--- src/rtl/synth_pkg.sv ---
// Shared definitions for the synthesizer voice-allocation slice.
// Holds default sizing constants, the allocator FSM encoding and the
// note-event record that the allocator emits toward the voice engines.
package synth_pkg;
    localparam int VOICES      = 32;
    localparam int V_WIDTH     = 5;
    localparam int NOTE_WIDTH  = 7;
    localparam int VEL_WIDTH   = 7;
    // Voice field in the event record is wide enough for the largest pool (512).
    localparam int MAX_V_WIDTH = 9;

    typedef enum logic [1:0] {
        ST_IDLE  = 2'd0,
        ST_SCAN  = 2'd1,
        ST_ISSUE = 2'd2
    } alloc_state_t;

    typedef struct packed {
        logic                   gate;
        logic [MAX_V_WIDTH-1:0] voice;
        logic [NOTE_WIDTH-1:0]  note;
        logic [VEL_WIDTH-1:0]   vel;
    } note_evt_t;
endpackage

--- src/rtl/voice_allocator_scan_cmp.sv ---
// voice_scan_cmp: combinational comparator for one voice against the
// running best candidates of the current scan.
//   first       - this is voice 0; running best state is stale and ignored
//   key_on/busy/note/age - state of the voice being examined
//   req_note    - note of the latched request
//   match_found/free_found/best_age - running best so far
//   take_*      - examined voice replaces the corresponding candidate
module voice_scan_cmp #(
    parameter int NOTE_WIDTH = 7,
    parameter int AGE_WIDTH  = 5
) (
    input  logic                  first,
    input  logic                  key_on,
    input  logic                  busy,
    input  logic [NOTE_WIDTH-1:0] note,
    input  logic [NOTE_WIDTH-1:0] req_note,
    input  logic [AGE_WIDTH-1:0]  age,
    input  logic                  match_found,
    input  logic                  free_found,
    input  logic [AGE_WIDTH-1:0]  best_age,
    output logic                  take_match,
    output logic                  take_free,
    output logic                  take_oldest
);
    // Strict compares keep the lowest index on ties.
    assign take_match  = (first || !match_found) && key_on && (note == req_note);
    assign take_free   = (first || !free_found) && !busy;
    assign take_oldest = first || (age > best_age);
endmodule

--- src/rtl/voice_allocator.sv ---
// voice_allocator: picks the voice that sounds or releases each MIDI note.
//   reg_clk/reset_reg        - clock, async active-high reset
//   req_*                    - decoded note-on/off request (valid/ready)
//   env_done                 - per-voice release-finished pulses
//   evt_*                    - one-cycle assignment strobe and payload
//   keys_on/voice_busy       - per-voice gate and gated-or-releasing state
//   active_keys              - registered popcount of keys_on
// A request is scanned one voice per cycle, then issued in one cycle.
module voice_allocator #(
    parameter int VOICES     = 32,
    parameter int V_WIDTH    = 5,
    parameter int NOTE_WIDTH = 7,
    parameter int VEL_WIDTH  = 7
) (
    input  logic                  reg_clk,
    input  logic                  reset_reg,
    input  logic                  req_valid,
    output logic                  req_ready,
    input  logic                  req_on,
    input  logic [NOTE_WIDTH-1:0] req_note,
    input  logic [VEL_WIDTH-1:0]  req_vel,
    input  logic [VOICES-1:0]     env_done,
    output logic                  evt_valid,
    output logic [V_WIDTH-1:0]    evt_voice,
    output logic                  evt_gate,
    output logic [NOTE_WIDTH-1:0] evt_note,
    output logic [VEL_WIDTH-1:0]  evt_vel,
    output logic                  evt_steal,
    output logic [VOICES-1:0]     keys_on,
    output logic [VOICES-1:0]     voice_busy,
    output logic [V_WIDTH:0]      active_keys
);
    import synth_pkg::*;

    localparam logic [V_WIDTH-1:0] LAST_IDX = V_WIDTH'(VOICES - 1);
    localparam logic [V_WIDTH-1:0] AGE_MAX  = V_WIDTH'(VOICES - 1);

    alloc_state_t state, state_nx;

    logic [V_WIDTH-1:0]    scan_idx;
    logic                  lat_gate_on;   // note-on with nonzero velocity
    logic [NOTE_WIDTH-1:0] lat_note;
    logic [VEL_WIDTH-1:0]  lat_vel;

    logic [NOTE_WIDTH-1:0] note_r [VOICES];
    logic [VEL_WIDTH-1:0]  vel_r  [VOICES];
    logic [V_WIDTH-1:0]    age_r  [VOICES];

    logic                  match_found, free_found;
    logic [V_WIDTH-1:0]    match_idx, free_idx, old_idx, old_age;
    logic                  take_match, take_free, take_oldest;

    note_evt_t             evt_r;
    logic                  evt_voice_unused;

    logic                  accept, alloc, release_v;
    logic [V_WIDTH-1:0]    target;

    assign accept    = req_valid && req_ready;
    assign alloc     = (state == ST_ISSUE) && lat_gate_on;
    assign release_v = (state == ST_ISSUE) && !lat_gate_on && match_found;
    assign target    = match_found ? match_idx : (free_found ? free_idx : old_idx);

    assign evt_gate  = evt_r.gate;
    assign evt_voice = evt_r.voice[V_WIDTH-1:0];
    assign evt_note  = evt_r.note;
    assign evt_vel   = evt_r.vel;
    assign evt_voice_unused = ^evt_r.voice;

    voice_scan_cmp #(.NOTE_WIDTH(NOTE_WIDTH), .AGE_WIDTH(V_WIDTH)) u_cmp (
        .first       (scan_idx == '0),
        .key_on      (keys_on[scan_idx]),
        .busy        (voice_busy[scan_idx]),
        .note        (note_r[scan_idx]),
        .req_note    (lat_note),
        .age         (age_r[scan_idx]),
        .match_found (match_found),
        .free_found  (free_found),
        .best_age    (old_age),
        .take_match  (take_match),
        .take_free   (take_free),
        .take_oldest (take_oldest)
    );

    always_comb begin
        state_nx = state;
        case (state)
            ST_IDLE:  if (accept) state_nx = ST_SCAN;
            ST_SCAN:  if (scan_idx == LAST_IDX) state_nx = ST_ISSUE;
            ST_ISSUE: state_nx = ST_IDLE;
            default:  state_nx = ST_IDLE;
        endcase
    end

    always_ff @(posedge reg_clk or posedge reset_reg) begin
        if (reset_reg) state <= ST_IDLE;
        else           state <= state_nx;
    end

    // Request latch, scan cursor and running candidates.
    always_ff @(posedge reg_clk or posedge reset_reg) begin
        if (reset_reg) begin
            req_ready   <= 1'b1;
            scan_idx    <= '0;
            lat_gate_on <= 1'b0;
            lat_note    <= '0;
            lat_vel     <= '0;
            match_found <= 1'b0;
            free_found  <= 1'b0;
            match_idx   <= '0;
            free_idx    <= '0;
            old_idx     <= '0;
            old_age     <= '0;
        end else begin
            // Registered ready: low from the cycle after acceptance until the
            // cycle after the issue slot.
            req_ready <= (state == ST_IDLE) && !accept;
            if (accept) begin
                lat_gate_on <= req_on && (req_vel != '0);
                lat_note    <= req_note;
                lat_vel     <= req_vel;
                scan_idx    <= '0;
            end
            if (state == ST_SCAN) begin
                scan_idx <= (scan_idx == LAST_IDX) ? '0 : scan_idx + 1'b1;
                if (scan_idx == '0) begin
                    match_found <= take_match;
                    free_found  <= take_free;
                end else begin
                    if (take_match) match_found <= 1'b1;
                    if (take_free)  free_found  <= 1'b1;
                end
                if (take_match) match_idx <= scan_idx;
                if (take_free)  free_idx  <= scan_idx;
                if (take_oldest) begin
                    old_idx <= scan_idx;
                    old_age <= age_r[scan_idx];
                end
            end
        end
    end

    // Per-voice state and event register.
    always_ff @(posedge reg_clk or posedge reset_reg) begin
        if (reset_reg) begin
            keys_on     <= '0;
            voice_busy  <= '0;
            active_keys <= '0;
            evt_valid   <= 1'b0;
            evt_steal   <= 1'b0;
            evt_r       <= '0;
            for (int v = 0; v < VOICES; v++) begin
                note_r[v] <= '0;
                vel_r[v]  <= '0;
                age_r[v]  <= '0;
            end
        end else begin
            evt_valid   <= 1'b0;
            active_keys <= (V_WIDTH+1)'($countones(keys_on));
            for (int v = 0; v < VOICES; v++) begin
                if (alloc && (V_WIDTH'(v) == target)) begin
                    // Allocation overrides a coincident env_done on this voice.
                    keys_on[v]    <= 1'b1;
                    voice_busy[v] <= 1'b1;
                    note_r[v]     <= lat_note;
                    vel_r[v]      <= lat_vel;
                    age_r[v]      <= '0;
                end else begin
                    if (alloc && voice_busy[v] && (age_r[v] != AGE_MAX))
                        age_r[v] <= age_r[v] + 1'b1;
                    if (release_v && (V_WIDTH'(v) == match_idx))
                        keys_on[v] <= 1'b0;
                    if (env_done[v] && !keys_on[v])
                        voice_busy[v] <= 1'b0;
                end
            end
            if (alloc) begin
                evt_valid   <= 1'b1;
                evt_steal   <= !match_found && !free_found;
                evt_r.gate  <= 1'b1;
                evt_r.voice <= MAX_V_WIDTH'(target);
                evt_r.note  <= lat_note;
                evt_r.vel   <= lat_vel;
            end else if (release_v) begin
                evt_valid   <= 1'b1;
                evt_steal   <= 1'b0;
                evt_r.gate  <= 1'b0;
                evt_r.voice <= MAX_V_WIDTH'(match_idx);
                evt_r.note  <= note_r[match_idx];
                evt_r.vel   <= vel_r[match_idx];
            end
        end
    end
endmodule

--- config.mk ---
export PLATFORM = sky130hd
export DESIGN_NAME = voice_allocator
export DESIGN_NICKNAME = d
export VERILOG_FILES = /design/src/rtl/synth_pkg.sv /design/src/rtl/voice_allocator_scan_cmp.sv /design/src/rtl/voice_allocator.sv
export SDC_FILE = /design/constraint.sdc
export NUM_CORES = 2
export LEC_CHECK = 0
export CAP_MARGIN = 25
export CORE_ASPECT_RATIO = 0.75
export CORE_MARGIN = 1.5
export CORE_UTILIZATION = 25
export DETAILED_ROUTE_END_ITERATION = 12
export SYNTH_ARGS = -nofsm -noshare
export SYNTH_HDL_FRONTEND = slang
export SYNTH_SLANG_ARGS = --single-unit
--- constraint.sdc ---
create_clock -name reg_clk -period 32.8 [get_ports reg_clk]
set_input_delay 4.92 -clock reg_clk [delete_from_list [all_inputs] [get_ports reg_clk]]
set_output_delay 4.92 -clock reg_clk [all_outputs]
set_load 0.01 [all_outputs]
Word level (Yosys, flattened, before mapping) --
Index checks and enable logic that the tools add are counted.
Cells by class: add/sub/neg operators 64, multiply operators 0, divide/modulo/power cells 0, magnitude comparators 4, equality and inequality tests 100, shifts and indexed selects 0, muxes and demuxes 226, bitwise operators 2, reductions and logical operators 321
Operator list (count):
- $mux W5 | 71
- $reduce_bool A2 Y1 | 100
- $logic_and A1 B1 Y1 | 170
- $add A5 B1 Y5 const B | 33
- $eq A5 B5 Y1 const A | 32
- $ne A5 B5 Y1 const B | 32
- $mux W1 | 138
- $bmux W7 S5 | 3
- $eq A4 B5 Y1 const A | 16
- $mux W24 | 2
- $mux W7 | 6
- $eq A3 B5 Y1 const A | 8
- $logic_not A1 Y1 | 37
- $add A1 B1 Y2 | 16
- $bmux W5 S5 | 1
- $add A2 B2 Y3 | 8
- $eq A2 B5 Y1 const A | 4
- $add A3 B3 Y4 | 4
- $logic_not A5 Y1 | 3
- $ge A6 B6 Y1 const B | 2
- $not A5 Y6 | 2
- $reduce_and A2 Y1 | 6
- $add A4 B4 Y5 | 2
- $bmux W1 S5 | 2
- other kinds (14) | 19
Word-level totals: bits in registers 745, bits in latches 0, memory bits (writable) 0, ROM bits 0, output and inout port bits 93, memories 0

Longest topological paths before layout --
word-level depth 8, depth in mapped cells 18, gate-level depth less buffers 15

Cells and area by module --
Synthesis repeated with hierarchy kept, for this count alone.
Unflattened totals: cells, all modules 2899, area, all modules 38386.8 um^2
Modules (own cells, without submodules):
- voice_allocator | times used 1, cells an instance 2869, area an instance 38167.9 um^2, sequential area each 18644.1 um^2
- voice_scan_cmp | times used 1, cells an instance 30, area an instance 219.0 um^2, sequential area each 0.0 um^2

Least setup slack after synthesis --
OpenSTA, ideal clock, no wires.
kind input -> register, start point input port req_valid, end point register lat_note[6], data arrival time 5812 ps, required time 32675 ps, setup slack 26864 ps, cell stages on the path 3, path through nand2_1 clkbuf_1 mux2_2
On the way: word-level cells in the longest chain between the ends 1
RTL lines:
- from (decl) | line voice_allocator.sv:17 | input logic req_valid,
- $logic_and A1 B1 Y1 | line voice_allocator.sv:59 | assign accept = req_valid && req_ready;
- to (signal assigned) | line voice_allocator.sv:120 | lat_note <= req_note;
- to (decl) | line voice_allocator.sv:42 | logic [NOTE_WIDTH-1:0] lat_note;
Every way passes these cells. A chain may end at the register's enable or synchronous reset.

==> metrics.md <==
| Metric | Value |
|---|---|
| Status | complete, no violations |
| Worst setup slack after layout | approximately 25 ns |
| DIE HEIGHT | approximately 340 um |
| Netlist cell types | 68 |
| CTS tree | done |
| Longest Clk Path Bufs | 3 |
| Type of origin of the critical path | primary input |
| Skew final | around 0.024 ns |
| R2r setup slk | about 27 ns |
| Post-Syn Nets | approximately 3800 |
| Die ar. | approximately 160000 sq um |
| DR pass1 iterations | 6 |
| CTS root buffer | clkbuf_16 |
| First-pass GRT wire length | about 190 mm |
| Fin area | around 45000 sq um |
| Max-slew headroom | 24.41% |
| Worst-margin pin slew | 1.131 ns |
| Post-Synthesis Cells | roughly 3600 |
| Via count | a little under 30000 |
| Final Hold Viols | 0 |
| Util after Layout | 29.43% |
| Port Buffer Count | 142 |
| Crit Path Class | in2async |
| Final nets | around 3900 |
| Sequential-to-total area share from yosys stat | 48.62% |
| Number of synthesized flops with an enable pin | 0 |
| Setup violators final | 0 |
| Required @ worst endpoint | roughly 33 ns |
| Clk sinks | around 750 |
| Final total power | around 0.0025 W |
| Layout cell share with drive strength beyond 1 | ~15% |
| Initial antenna violation count | 8 |
| CP endpoint | note_r[41] |
| Crit path from | reset_reg |
| Max Cap Viol | 0 |
| Gr ovfl total | 0 |
| Number of synthesized register bits | roughly 750 |
| Place WS | roughly 23 ns |
| Setup_tns | 0 ns |
| Area growth syn-to-layout | 16.92% |
| Initial Util | about a quarter |
| Fmax | 0.1343 GHz |
| Die width | 455.3 um |
| Clock transition at path regs | roughly 0.06 ns |
| HP Class | reg2reg |
| # DRC | 0 |
| DRT Wirelength | 125.7 mm |
| Placer congestion estimate | approximately 0.85 |
| Resize count post-CTS | 0 |
| DR iter-0 viols | approximately 3200 |
| GR Util All Layers | approximately 16% |
| Min Clock Period, post-route | 7.444 ns |
| Reg2reg path depth | 13 |
| Vias in the first global route | approximately 28000 |
| Largest net degree at the start of global routing | 179 |
| Row Count | between 100 and 150 |
| Setup Fix Bufs, Post-CTS | 0 |
| Hold_buf cts | 0 |
| Cts bufs inserted | 72 |
| Max IR drop VDD | about 0.041 mV |
| Synth Warn # | 0 |
| Mapped Avg Cell Area | roughly 11 sq um |
| Fraction of registers with async set/reset | 100.0% |
| Max-slew violation count | 0 |
| Detail Route Antenna Nets | 0 |
| Leakage | around 22 nW |
| DP Area | approximately 42000 sq um |
| RSZ-0062 raised after global routing | no |
| Pwr dens | roughly 55 nW/um^2 |
| H-tree levels | 3 |
| Via density | about 5.0 |
| Dpl hpwl | slightly above 80 mm |
| Reg2reg end | old_age[4] |
| Post-synth top flop | dfrtp_1 |
| Cell area after synthesis | around 38000 sq um |
| Crit path arrival time | roughly 8.1 ns |
| Placeable Area | 152400 sq um |
| Final period utilization | between 20% and 30% |
| I/O Pins | about 140 |
| CP max FO | about 180 |
| Worst R2R Start | scan_idx[0] |
| WL per Instance | between 20 and 25 um |
| Worst skew pair latency | 0.66 ns |
| Setup crit end kind | asynchronous set/reset pin |
==> where the power goes <==
| group | switching [W] | internal, W |
|---|---|---|
| Sequential | 0.0000687 | 0.000942 |
| Combinational | 0.000397 | 0.000201 |
| Clock | 0.000381 | 0.000489 |
==> worst min path at each step <==
stage	startpoint	to	slack, ns	depth (start not counted)
floorplan	state[1]	req_ready	0.43	1
global placement	vel_r[142]	vel_r[142]	0.45	2
detailed placement	vel_r[118]	vel_r[118]	0.46	2
CTS	vel_r[204]	vel_r[204]	0.47	2
global route	vel_r[139]	vel_r[139]	0.49	2
finish	vel_r[200]	vel_r[200]	0.47	2
==> critical path, stage by stage <==
cell             delay (ns)
clkdlybuf4s50_1        0.49
inv_8                  0.15
buf_4                  0.63
buf_4                  0.34
buf_4                  0.27
buf_16                 0.30
buf_12                 0.68
==> cell usage in the layout (no fill, tap or decap), types with 7 or more instances in the layout <==
master,synthesis,final
xor2_1,64,64
inv_1,93,92
nor2b_1,8,8
ha_1,79,79
clkbuf_16,0,75
xnor2_1,35,35
o21a_1,10,10
mux2_2,94,94
fa_1,24,24
mux2_4,7,7
mux2_1,7,7
nand2_1,1355,1354
nand3_1,10,10
mux2i_1,110,110
a22oi_1,7,7
o211ai_1,8,8
clkinv_2,0,11
buf_4,1,72
clkbuf_8,0,17
mux4_2,246,246
clkdlybuf4s50_1,0,142
nand4_1,33,33
nor2_1,233,229
dfrtp_1,744,735
a21oi_1,17,17
a221oi_1,8,8
nor3b_1,32,32
o21ai_0,103,103
and3_1,35,35
clkbuf_1,139,13
buf_16,0,17
==> cell families (layout without fill, tap and decap cells) <==
logic type	Yosys count	count (layout)	synth area share [%]
and+or+nand+nor	1734	1734	18.07
DFF	745	745	48.62
muxes	465	465	20.63
buffers and inverters	303	453	3.354
AOI/OAI and AO/OA	199	199	3.243
adders and majority gates	103	103	3.830
xor gates and xnor gates	99	99	2.261
other	0	2	0
==> state kept, by name, summed over array words and instances (netlist names), 6 cells and up <==
name / cells
active_keys: 6
vel_r: 224
keys_on: 32
lat_note: 7
evt_vel: 7
voice_busy: 32
note_r: 224
evt_note: 7
lat_vel: 7
age_r: 160
==> through the flow <==
stage,std cells,hold WS (ns)
2_1_floorplan,3648,0.4264
6_report,5816,0.4727
3_3_place_gp,5670,0.4544
5_1_grt,5814,0.4937
3_5_place_dp,5677,0.4584
4_1_cts,5803,0.4743
==> cells in the mapped netlist, types with 32 or more instances <==
master    count  area, sq um
nor2_1      233        874.6
clkbuf_1    139        521.8
mux2i_1     110         1101
o21ai_0     103        515.5
xor2_1       64        560.5
mux4_2      246         5540
mux2_2       94         1059
buf_1        37        138.9
nand4_1      33        206.5
nand2_1    1355         5086
nor3b_1      32        240.2
and3_1       35        219.0
dfrtp_1     744        18620
inv_1        93        349.1
ha_1         79        988.5
xnor2_1      35        306.5
==> final cells by class <==
class                   count  area, sq um
multi-input cells        2600        18440
fillers                 15570       107500
clock inverters            21        225.2
repair buffers            233         2465
flip-flops and latches    745        18670
inverters                  94        360.3
diodes                      2        5.005
clock buffers             105         2160
well taps                2016         2522
==> layer usage <==
metal	global-route usage, %	part of all wire (%)	vias up
met5	0	0	-
li1	-	-	12500
met1	23.10	44	14840
met2	23.41	43	1334
met3	4.124	10	201
met4	4.665	2.5	0
No activity file was read; power rests on OpenSTA's default activity.
